### src/rtl/q_cycle_sequencer_pkg.sv
// q_cycle_sequencer_pkg: phase codes, sequencer states, defaults.
// Config macro Q_SEQ_INTERRUPT_EN (interrupt entry) is consumed by the top.
package q_cycle_sequencer_pkg;

  localparam int          DEF_PC_WIDTH   = 13;
  localparam logic [12:0] DEF_INT_VECTOR = 13'h004;

  typedef enum logic [1:0] {
    Q1 = 2'd0,
    Q2 = 2'd1,
    Q3 = 2'd2,
    Q4 = 2'd3
  } q_phase_t;

  typedef enum logic [2:0] {
    S_FILL,
    S_RUN,
    S_FLUSH_BR,
    S_FLUSH_SK,
    S_SLEEP,
    S_INT1,
    S_INT2
  } seq_state_t;

endpackage

### src/rtl/q_cycle_sequencer_if.sv
// q_cycle_sequencer_if: decoder outcomes in, cycle strobes out.
// master = sequencer, slave = core datapath side.
interface q_cycle_sequencer_if #(
  parameter int PC_WIDTH = 13
);
  logic                branch_taken;
  logic                skip_taken;
  logic                sleep_req;
  logic                int_pending;
  logic                wake;
  logic [1:0]          q_phase;
  logic                exec_valid;
  logic                incr_pc_en;
  logic                instr_rd_en;
  logic                instr_flush;
  logic                in_sleep;
  logic                stack_push;
  logic                gie_clr;
  logic                pc_vector_load;
  logic [PC_WIDTH-1:0] vector_addr;

  modport master (
    input  branch_taken, skip_taken, sleep_req,
    input  int_pending, wake,
    output q_phase, exec_valid, incr_pc_en,
    output instr_rd_en, instr_flush, in_sleep,
    output stack_push, gie_clr, pc_vector_load,
    output vector_addr
  );

  modport slave (
    output branch_taken, skip_taken, sleep_req,
    output int_pending, wake,
    input  q_phase, exec_valid, incr_pc_en,
    input  instr_rd_en, instr_flush, in_sleep,
    input  stack_push, gie_clr, pc_vector_load,
    input  vector_addr
  );
endinterface

### src/rtl/q_cycle_sequencer_phase_counter.sv
// q_phase_counter: free-running Q1..Q4 counter.
// hold parks the counter (used while the core sleeps at Q1).
module q_phase_counter
  import q_cycle_sequencer_pkg::*;
(
  input  logic       clk,
  input  logic       rst,
  input  logic       hold,
  output logic [1:0] q_phase,
  output logic       q4_tick
);

  logic [1:0] r_q;

  // advance one phase per clock unless held
  always_ff @(posedge clk) begin
    if (rst) begin
      r_q <= Q1;
    end else if (!hold) begin
      r_q <= r_q + 2'd1;
    end
  end

  assign q_phase = r_q;
  assign q4_tick = (r_q == Q4);

endmodule

### src/rtl/q_cycle_sequencer.sv
// q_cycle_sequencer: Q1..Q4 instruction-cycle timing and strobes.
// Config macro Q_SEQ_INTERRUPT_EN enables the two-cycle interrupt entry.
module q_cycle_sequencer
  import q_cycle_sequencer_pkg::*;
#(
  parameter int                  PC_WIDTH   = DEF_PC_WIDTH,
  parameter logic [PC_WIDTH-1:0] INT_VECTOR = PC_WIDTH'(DEF_INT_VECTOR)
) (
  input  logic                 clk,
  input  logic                 rst,
  q_cycle_sequencer_if.master  bus
);

  seq_state_t r_state;
  seq_state_t w_state_nxt;
  logic [1:0] w_q;
  logic       w_q4;
  logic       w_q1;
  logic       w_hold;
  logic       w_live;
  logic       w_exec;
  logic       w_incr;
  logic       w_rd;
  logic       w_flush;
  logic       w_sleep;
  logic       w_push;
  logic       w_gie;
  logic       w_vload;
  logic       w_int;

  assign w_hold = (r_state == S_SLEEP);
  assign w_q1   = (w_q == Q1);
  assign w_live = ~rst;

`ifdef Q_SEQ_INTERRUPT_EN
  assign w_int = bus.int_pending;
`else
  logic w_unused_int;
  assign w_unused_int = bus.int_pending;
  assign w_int        = 1'b0;
`endif

  q_phase_counter u_phase (
    .clk     (clk),
    .rst     (rst),
    .hold    (w_hold),
    .q_phase (w_q),
    .q4_tick (w_q4)
  );

  // one state per instruction cycle, updated at the Q4->Q1 edge
  always_ff @(posedge clk) begin
    if (rst) begin
      r_state <= S_FILL;
    end else begin
      r_state <= w_state_nxt;
    end
  end

  // next-state and per-phase strobes
  always_comb begin
    w_state_nxt = r_state;
    w_exec      = 1'b0;
    w_incr      = 1'b0;
    w_rd        = 1'b0;
    w_flush     = 1'b0;
    w_sleep     = 1'b0;
    w_push      = 1'b0;
    w_gie       = 1'b0;
    w_vload     = 1'b0;
    unique case (r_state)
      S_FILL: begin
        w_rd = w_q4;
        if (w_q4) w_state_nxt = S_RUN;
      end
      S_RUN: begin
        w_exec  = 1'b1;
        w_incr  = w_q1;
        w_rd    = w_q4;
        w_flush = w_q4 &
          (bus.branch_taken | bus.skip_taken);
        if (w_q4) begin
          if (bus.branch_taken)
            w_state_nxt = S_FLUSH_BR;
          else if (bus.skip_taken)
            w_state_nxt = S_FLUSH_SK;
          else if (bus.sleep_req)
            w_state_nxt = S_SLEEP;
          else if (w_int)
            w_state_nxt = S_INT1;
          else
            w_state_nxt = S_RUN;
        end
      end
      S_FLUSH_BR: begin
        w_rd = w_q4;
        if (w_q4) w_state_nxt = S_RUN;
      end
      S_FLUSH_SK: begin
        w_incr = w_q1;
        w_rd   = w_q4;
        if (w_q4) w_state_nxt = S_RUN;
      end
      S_SLEEP: begin
        w_sleep = 1'b1;
        if (bus.wake) w_state_nxt = S_RUN;
      end
`ifdef Q_SEQ_INTERRUPT_EN
      S_INT1: begin
        w_push  = w_q4;
        w_gie   = w_q4;
        w_flush = w_q4;
        w_rd    = w_q4;
        if (w_q4) w_state_nxt = S_INT2;
      end
      S_INT2: begin
        w_vload = w_q1;
        w_rd    = w_q4;
        if (w_q4) w_state_nxt = S_RUN;
      end
`else
      S_INT1, S_INT2: begin
        w_state_nxt = S_FILL;
      end
`endif
      default: begin
        w_state_nxt = S_FILL;
      end
    endcase
  end

  assign bus.q_phase        = w_live ? w_q : Q1;
  assign bus.exec_valid     = w_live & w_exec;
  assign bus.incr_pc_en     = w_live & w_incr;
  assign bus.instr_rd_en    = w_live & w_rd;
  assign bus.instr_flush    = w_live & w_flush;
  assign bus.in_sleep       = w_live & w_sleep;
  assign bus.stack_push     = w_live & w_push;
  assign bus.gie_clr        = w_live & w_gie;
  assign bus.pc_vector_load = w_live & w_vload;
  assign bus.vector_addr    = INT_VECTOR;

endmodule

### src/flat_wrapper.sv
// flat-port wrapper written by rule: the top's interface ports become plain ports
module q_cycle_sequencer_flat import q_cycle_sequencer_pkg::*;
#(
  parameter int                  PC_WIDTH   = DEF_PC_WIDTH,
  parameter logic [PC_WIDTH-1:0] INT_VECTOR = PC_WIDTH'(DEF_INT_VECTOR)
)
  (clk, rst, bus_branch_taken, bus_skip_taken, bus_sleep_req, bus_int_pending, bus_wake, bus_q_phase, bus_exec_valid, bus_incr_pc_en, bus_instr_rd_en, bus_instr_flush, bus_in_sleep, bus_stack_push, bus_gie_clr, bus_pc_vector_load, bus_vector_addr);
  q_cycle_sequencer_if #(.PC_WIDTH(PC_WIDTH)) bus_i ();
  input  logic clk;
  input  logic rst;
  input wire logic [$bits(bus_i.branch_taken)-1:0] bus_branch_taken;
  input wire logic [$bits(bus_i.skip_taken)-1:0] bus_skip_taken;
  input wire logic [$bits(bus_i.sleep_req)-1:0] bus_sleep_req;
  input wire logic [$bits(bus_i.int_pending)-1:0] bus_int_pending;
  input wire logic [$bits(bus_i.wake)-1:0] bus_wake;
  output wire logic [$bits(bus_i.q_phase)-1:0] bus_q_phase;
  output wire logic [$bits(bus_i.exec_valid)-1:0] bus_exec_valid;
  output wire logic [$bits(bus_i.incr_pc_en)-1:0] bus_incr_pc_en;
  output wire logic [$bits(bus_i.instr_rd_en)-1:0] bus_instr_rd_en;
  output wire logic [$bits(bus_i.instr_flush)-1:0] bus_instr_flush;
  output wire logic [$bits(bus_i.in_sleep)-1:0] bus_in_sleep;
  output wire logic [$bits(bus_i.stack_push)-1:0] bus_stack_push;
  output wire logic [$bits(bus_i.gie_clr)-1:0] bus_gie_clr;
  output wire logic [$bits(bus_i.pc_vector_load)-1:0] bus_pc_vector_load;
  output wire logic [$bits(bus_i.vector_addr)-1:0] bus_vector_addr;
  assign bus_i.branch_taken = bus_branch_taken;
  assign bus_i.skip_taken = bus_skip_taken;
  assign bus_i.sleep_req = bus_sleep_req;
  assign bus_i.int_pending = bus_int_pending;
  assign bus_i.wake = bus_wake;
  assign bus_q_phase = bus_i.q_phase;
  assign bus_exec_valid = bus_i.exec_valid;
  assign bus_incr_pc_en = bus_i.incr_pc_en;
  assign bus_instr_rd_en = bus_i.instr_rd_en;
  assign bus_instr_flush = bus_i.instr_flush;
  assign bus_in_sleep = bus_i.in_sleep;
  assign bus_stack_push = bus_i.stack_push;
  assign bus_gie_clr = bus_i.gie_clr;
  assign bus_pc_vector_load = bus_i.pc_vector_load;
  assign bus_vector_addr = bus_i.vector_addr;
  q_cycle_sequencer #(.PC_WIDTH(PC_WIDTH), .INT_VECTOR(INT_VECTOR)) u_core (.clk(clk), .rst(rst), .bus(bus_i));
endmodule
### config.mk
export PLATFORM = sky130hd
export DESIGN_NAME = q_cycle_sequencer_flat
export DESIGN_NICKNAME = d
export VERILOG_FILES = /design/src/rtl/q_cycle_sequencer_pkg.sv /design/src/rtl/q_cycle_sequencer_if.sv /design/src/rtl/q_cycle_sequencer_phase_counter.sv /design/src/rtl/q_cycle_sequencer.sv /design/src/flat_wrapper.sv
export SDC_FILE = /design/constraint.sdc
export NUM_CORES = 1
export LEC_CHECK = 0
export CORE_UTILIZATION = 38
export CTS_CLUSTER_DIAMETER = 80
export DETAILED_ROUTE_END_ITERATION = 8
export GPL_ROUTABILITY_DRIVEN = 0
export PLACE_DENSITY = 0.79
export SLEW_MARGIN = 20
export SYNTH_ARGS = -nofsm -noshare
export SYNTH_HDL_FRONTEND = slang
export SYNTH_SLANG_ARGS = --single-unit
### constraint.sdc
create_clock -name clk -period 2.85 [get_ports clk]
set_clock_uncertainty 0.05 [all_clocks]
set_input_delay 0.57 -clock clk [delete_from_list [all_inputs] [get_ports clk]]
set_output_delay 0.57 -clock clk [all_outputs]
set_load 0.02 [all_outputs]
# After elaboration in Yosys (flattened, before gate mapping)
# Cells that the tools add are included.
totals:
  n_memories: 0
  word_cells: 38
  romBits: 0
  latchBits: 0
  mem_bits_rw: 0
  reg_bits: 5
  out_inout_bits: 23
classes:
  add_sub_neg: 1
  n_reduce_logical: 6
  order_cmp: 0
  multipliers: 0
  bitwise: 8
  n_mux: 13
  shift: 0
  div: 0
  n_eq_ne: 8
op_table:
  columns: ["cell", "n"]
  rows:
  - ["two-way mux 3 bit", 6]
  - ["one-hot mux 3 bit (3 select lines)", 1]
  - ["AND 1 bit", 6]
  - ["== test 3 x 2 -> 1 bit, second input constant", 2]
  - ["two-way mux 1 bit", 5]
  - ["inequality test 2 x 1 -> 1 bit, second input constant", 2]
  - ["OR reduction 4 bit", 1]
  - ["== test 3 x 1 -> 1 bit, second input constant", 1]
  - ["== test 3 bit, second input constant", 1]
  - ["zero test 3 bit", 1]
  - ["AND reduction 3 bit", 1]
  - ["OR reduction 3 bit", 1]
  - ["adder 2 x 1 -> 2 bit, second input constant", 1]
  - ["== test 2 bit, second input constant", 1]
  - ["zero test 2 bit", 1]
  - ["two-way mux 2 bit", 1]
  - ["inequality test 2 bit, second input constant", 1]
  - ["OR reduction 2 bit", 1]
  - ["inverter 1 bit", 1]
  - ["OR 1 bit", 1]

# Longest topological paths before layout
# Gate-level depths: netlist (run 1).
depth:
  ltp_word: 5
  depth_mapped: 4
  ltp_nobuf: 4

# By module
# From an unflattened synthesis (run 1), not the netlist that was laid out.
hier_totals:
  hier_cells: 55
  hier_area_um2: 427.9
by_module_without_submodules:
  columns: ["module", "seq_area_each_um2", "area_per_inst_um2", "instances", "cells_per_inst"]
  rows:
  - ["q_cycle_sequencer", 60.1, 349.1, 1, 48]
  - ["q_phase_counter", 40.0, 78.8, 1, 7]

# Least setup slack after synthesis (run 1)
# No wires, ideal clock.
synth_timing:
  path_kind: "input to output"
  start: "input port rst"
  end: "output port bus_instr_flush"
  t_arrival_ns: 1.242
  stages: 4
  path_slack_ns: 0.988
  cell_sequence: "buf_4 nor2_1 nand2_1 nor2_1"
synth_via:
  elab_chain_len: 2
synth_lines:
  columns: ["item", "line", "source"]
  rows:
  - ["start: declaration", "flat_wrapper.sv:10", "input logic rst;"]
  - ["inverter 1 bit", "q_cycle_sequencer.sv:33", "assign w_live = ~rst;"]
  - ["AND 1 bit", "q_cycle_sequencer.sv:136", "assign bus.instr_flush = w_live & w_flush;"]
  - ["end: declaration", "flat_wrapper.sv:20", "output wire logic [$bits(bus_i.instr_flush)-1:0] bus_instr_flush;"]
# Every way passes these cells.

# Worst setup path after layout (run 1)
# Ends and elaborated chain as after synthesis.

==> metrics.txt, run 1 <==
outcome finished clean; IO buf count 12; CTS tree yes; CTS root buf clkbuf_4; unrepaired setup endpoints after global routing false; Die Width 38.3 um; number of antenna violations at the first check in global routing 0; post-cts resize count 0; Max rail drop VDD 204 uV; fin crit share 92.8%; Power Density 373 mW/mm^2; cell taking the most area after synthesis buf_4; Longest Clk Path Bufs 2; Diodes inserted 0; Max Cap Viol 0; Layout Cells excl Fill 91; Hold/Removal Path Class flop to flop; I/O Pins 30; most common cell after layout, fill and taps aside conb_1; DIE AREA between 0.001 and 0.0015 sq mm; crit start category primary input; Final Hold Vio Count 0; DRC viols 0; kind of critical path primary input to primary output; worst reg2reg path depth 4; Final min period 2.65 ns; routed wire length 716 um; dpl cells 87; ranking of synthesized cells by area buf_4, dfxtp_1, nor2_1; Setup crit end kind primary output; utilization after layout 50.0%; register area share after synthesis 20.0%; Layout area overhead 17.0%; gr usage total 13.7%; row count 12; R2R Setup Slk 1.61 ns; Syn Inst Count 64; Clk pin slew, worst setup/hold paths roughly 0.05 ns; Worst EP required 2.23 ns; Post CTS Setup Buffer Count 0; first-pass GRT wire length 1.33 mm; fraction of layout cells with a size suffix above 1 13.0%; first drt pass iteration count 2; Hold Path Cell Cnt 2; Syn Area/Cell 7.82 sq um; Crit Path Max Fanout 4; Skew-Pair Late Insertion Delay approximately 0.24 ns; Final TNS setup 0 ns; CTS HTree Levels 1; CORE AREA 0.00117 sq mm; max-slew violations 0; most frequent cells in the layout conb_1, clkdlybuf4s50_1, nor2_1, dfxtp_1; Setup violations, final 0; Ys Warns 0; starting density of the core approximately 43%; top cell type's share of synthesized area between 20% and 30%; max frequency 378 MHz; DRT antenna net count 0; hold buffers post-CTS 0; Via Count 396; crit path DAT 2.03 ns; largest net degree at the start of global routing 11; DRT iter0 DRCs 4; hpwl dp between 500 and 600 um; Leak 0.000249 uW; grt ovf 0; vias per cell 4.35; Post-Synthesis Cell Area 500 sq um; Die H 38.3 um; vias in the first global route 336; Distinct cells, synth 27; Yosys reg bits 5; DR WL/cell 7.87 um; TritonCTS buffer count 3; CTS Sinks 5; fin nets 87
## final timing paths
path,to,from
hold / removal,u_core.u_phase.q_phase[1]$_SDFFE_PP0P_,u_core.u_phase.q_phase[1]$_SDFFE_PP0P_
setup reg to reg,u_core.r_state[0]$_SDFFE_PP0P_,u_core.u_phase.q_phase[1]$_SDFFE_PP0P_
hold reg to reg,u_core.u_phase.q_phase[1]$_SDFFE_PP0P_,u_core.u_phase.q_phase[1]$_SDFFE_PP0P_
setup / recovery,bus_instr_flush,rst
## flip-flops by register name, indices dropped and copies added, names as in the netlist
| name | count |
|---|---|
| u_core.u_phase.q_phase | 2 |
| u_core.r_state | 3 |
## layer usage
metal / share of wire (%) / wire length, um / global-route usage [%] / vias to the layer above
met2: 48 / 346 / 20.8 / 19
met3: 6.4 / 46 / 3.49 / 2
met1: 43 / 305 / 16.1 / 176
li1: - / - / - / 199
met4: 2.5 / 18 / 10.7 / 0
met5: 0 / 0 / 0 / -
## layout make-up
cell class,count,area [sq um]
clock buffer,4,26.3
fill,122,586
inverter,3,11.3
multi-input combinational,52,303
sequential,5,100
tap,14,17.5
timing repair buffer,13,128
## per-stage QoR
step | setup slack (ns) | instance area [sq um] | hold WS (ns) | total power, uW
2_1_floorplan | 0.988 | 553 | 0.397 | 136
3_3_place_gp | 0.207 | 559 | 0.414 | 136
3_5_place_dp | 0.189 | 559 | 0.420 | 137
4_1_cts | 0.195 | 586 | 0.426 | 222
5_1_grt | 0.121 | 586 | 0.467 | 233
6_report | 0.204 | 586 | 0.425 | 219
## worst max-delay path, cell delays in order
cell	delay, ns
clkdlybuf4s50_1	0.42
nor2_1	0.22
nand2_1	0.10
nor2_1	0.11
clkdlybuf4s50_1	0.61
## synthesized netlist by cell type
library cell,n
dfxtp_1,5
o211ai_1,1
nor2b_1,1
nor2_1,10
nor4_2,1
inv_1,3
buf_6,1
buf_4,17
nand2b_4,1
a21oi_1,1
a21boi_1,1
o21ai_0,1
nor3b_2,1
and3_1,1
nand2_1,3
o21ai_1,1
conb_1,2
xnor2_1,1
nor3_2,1
ha_1,2
and2_1,1
o21a_1,1
nor3_1,2
a221oi_2,1
or2b_4,1
nand2b_1,2
nor4_1,1
## kinds of logic after synthesis
family	Yosys count	share of synthesized area, %
adder cells (fa/ha/maj)	2	5.00
XOR/XNOR	1	1.75
flip-flops	5	20.0
AND/OR/NAND/NOR	26	31.3
other	2	1.50
buffers and inverters	21	30.0
AO/OA/AOI/OAI	7	10.5
## where the power goes
part           switching [uW]  internal (uW)  leakage, uW
sequential               3.84           73.9    0.0000409
combinational            37.1           20.5     0.000193
clock                    30.3           53.0    0.0000150
Note: power is estimated with default switching activity, not from simulation.
==> run 2, diff against run 1 <==
- GPL_TIMING_DRIVEN: not set -> 0
==> run 2 against run 1 <==
Effect of this change: clock power up 4.8%; global-route usage up 1.4 points; sequential share of layout area down 2.9 points; total power up 10%; non-clock buffer count is 16 higher; first-iteration DRC count grew 130%; worst hold slack better by 0.020 ns; combinational power up 32%; register-to-register slack worse by 0.03 ns; utilization rose by 10 points; sequential power about the same; critical endpoint unchanged; largest cell class unchanged.
==> metrics.txt, run 2 (synthesis gave the netlist of run 1 again) <==
P_int 162 uW (+9.6%); fin crit share 88.9% (-3.9 points); vias in the first global route 373 (+11%); number of antenna violations at the first check in global routing 0 (unchanged); CTS tree yes; R2R Setup Slk 1.58 ns (-0.03 ns); crit path DAT 1.91 ns (-0.12 ns); crit start category flop; Die H 38.3 um (unchanged); Via Count 436 (+10%); Layout Cells excl Fill 107 (+18%); DRT iter0 DRCs 9 (+5); vias per cell 4.07 (-6.4%); unrepaired setup endpoints after global routing false; worst hold start u_core.u_phase.q_phase[1]$_SDFFE_PP0P_; first drt pass iteration count 4 (+2); worst reg2reg endpoint u_core.r_state[0]$_SDFFE_PP0P_; clock group share of total power 36.2% (-1.9 points); Final Hold Vio Count 0 (unchanged); final instance area 707 sq um (+21%); Setup crit end kind primary output; CORE AREA 0.00117 sq mm (unchanged); DR WL/cell 8.88 um (+13%); Reg area 100 sq um (unchanged); Final TNS setup 0 ns (unchanged); Max rail drop VDD 240 uV (+18%); routing usage on met1 16.4% (+0.30 points); fin worst setup slack 0.316 ns (+0.112 ns); CTS Sinks 5 (unchanged); gr usage total 15.1% (+1.4 points); Die Width 38.3 um (unchanged); Diodes inserted 0 (unchanged); hpwl dp 721 um (+22%); NetSw 79.5 uW (+12%); dpl cells 103 (+18%); kind of critical path flop to primary output; CTS HTree Levels 1 (unchanged); Largest stage delay, worst path 0.60 ns (about the same); GR peak layer met2; DRC viols 0 (unchanged); Hold/Removal Path Class flop to flop; most frequent cells in the layout buf_4, conb_1, clkdlybuf4s50_1, nor2_1, dfxtp_1; dpl ws 0.349 ns (+0.160 ns); CP Cell Sequence ha_1, nor2b_1, o21ai_0, nor2_1, clkdlybuf4s50_1; largest reg by FF count u_core.r_state; DIE AREA 0.00147 sq mm (unchanged); Reg2Reg Launch Point u_core.u_phase.q_phase[1]$_SDFFE_PP0P_; Switching Fraction 33.0% (+0.41 points); DP Area 681 sq um (+22%); max-slew violations 0 (unchanged); Worst EP required 2.23 ns (about the same); Layout area overhead 41.2%; fraction of layout cells with a size suffix above 1 29.0% (+16 points); multi-input combinational cell area 303 sq um (unchanged); Power Density 341 mW/mm^2 (-8.7%); Leak 0.000337 uW (+36%); Hold Path Cell Cnt 2 (unchanged); global routing usage on met3 5.23% (+1.7 points); Longest Clk Path Bufs 2 (unchanged); fin nets 103 (+18%); DRT antenna net count 0 (unchanged); row count 12 (unchanged); met2 Use GR 24.6% (+3.8 points); max frequency 395 MHz (+4.4%); number of fill cells 127 (+4.1%); Max Cap Viol 0 (unchanged); I/O Pins 30 (unchanged); worst reg2reg path depth 4 (unchanged); Post CTS Setup Buffer Count 0 (unchanged); TritonCTS buffer count 3 (unchanged); CP max-delay cell clkdlybuf4s50_1; Final Power 241 uW (+10%); grt ovf 0 (unchanged); Comb pwr share 31.5% (+5.2 points); starting density of the core 42.7% (unchanged); Crit Path Max Fanout 6 (+2); Final min period 2.53 ns (-0.112 ns); Skew-Pair Late Insertion Delay 0.25 ns (about the same); IO buf count 11 (-1); Clk pin slew, worst setup/hold paths 0.05 ns (about the same); Reg power frac 32.3% (-3.3 points); hold worst-path end u_core.u_phase.q_phase[1]$_SDFFE_PP0P_; first-pass GRT wire length 1.48 mm (+11%); post-cts resize count 0 (unchanged); CTS root buf clkbuf_4; outcome finished clean; most common cell after layout, fill and taps aside buf_4; Setup violations, final 0 (unchanged); largest net degree at the start of global routing 11 (unchanged); Largest register FFs 3 (unchanged); routed wire length 950 um (+33%); hold buffers post-CTS 0 (unchanged)
run 2: changes by cell type in the layout (fill, tap and decap cells not counted), sizes merged:
cell | previous run | this run
buf | 1 | 18
clkdlybuf4s50 | 12 | 11
run 2: power by group through the flow:
stage	registers, uW	logic, uW	clock network [uW]
floorplan	78.0	58.0	0
global placement	78.7	72.5	0
detailed placement	79.1	74.2	0
CTS	77.7	75.3	90.2
global route	78.2	82.2	91.9
finish	77.9	75.9	87.3
run 2: metrics by stage:
step                      hold slack, ns  util, %
after global placement             0.415     58.1
final                              0.445     60.4
after global routing               0.463     60.4
after detailed placement           0.435     58.1
after CTS                          0.442     60.4
after floorplan                    0.397        -
run 2: worst max-delay path by stage:
stage | start | to | depth (start not counted)
CTS | u_core.u_phase.q_phase[1]$_SDFFE_PP0P_ | bus_instr_flush | 5
global route | u_core.u_phase.q_phase[1]$_SDFFE_PP0P_ | bus_instr_flush | 5
floorplan | rst | bus_instr_flush | 4
detailed placement | bus_branch_taken | bus_instr_flush | 4
global placement | bus_branch_taken | bus_instr_flush | 4
finish | u_core.u_phase.q_phase[1]$_SDFFE_PP0P_ | bus_instr_flush | 5
run 2: layer usage:
layer,vias to the layer above,share of wire [%]
met5,-,0
met4,0,1.8
met3,2,8.5
met2,22,50
met1,182,39
li1,230,-
run 2: area by class of cell:
type	count	share of cell area, %
multi-input combinational	52	42.8
inverter	3	1.59
tap	14	2.48
timing repair buffer	11	15.6
clock buffer	4	3.72
sequential	5	14.2
buffer	18	19.6
run 2: critical path: cells and delay by family, from the launching register on:
kind            cells  cell delay, ns
compound gates      1            0.10
fa+ha+maj           1            0.31
buf+inv             1            0.60
flops               1            0.36
simple gates        2            0.29
==> run 3, diff against run 2 <==
- GPL_ROUTABILITY_DRIVEN: 0 -> not set
==> results of run 3 <==
No change in the layout: final DEF, timing and power equal those of run 2.
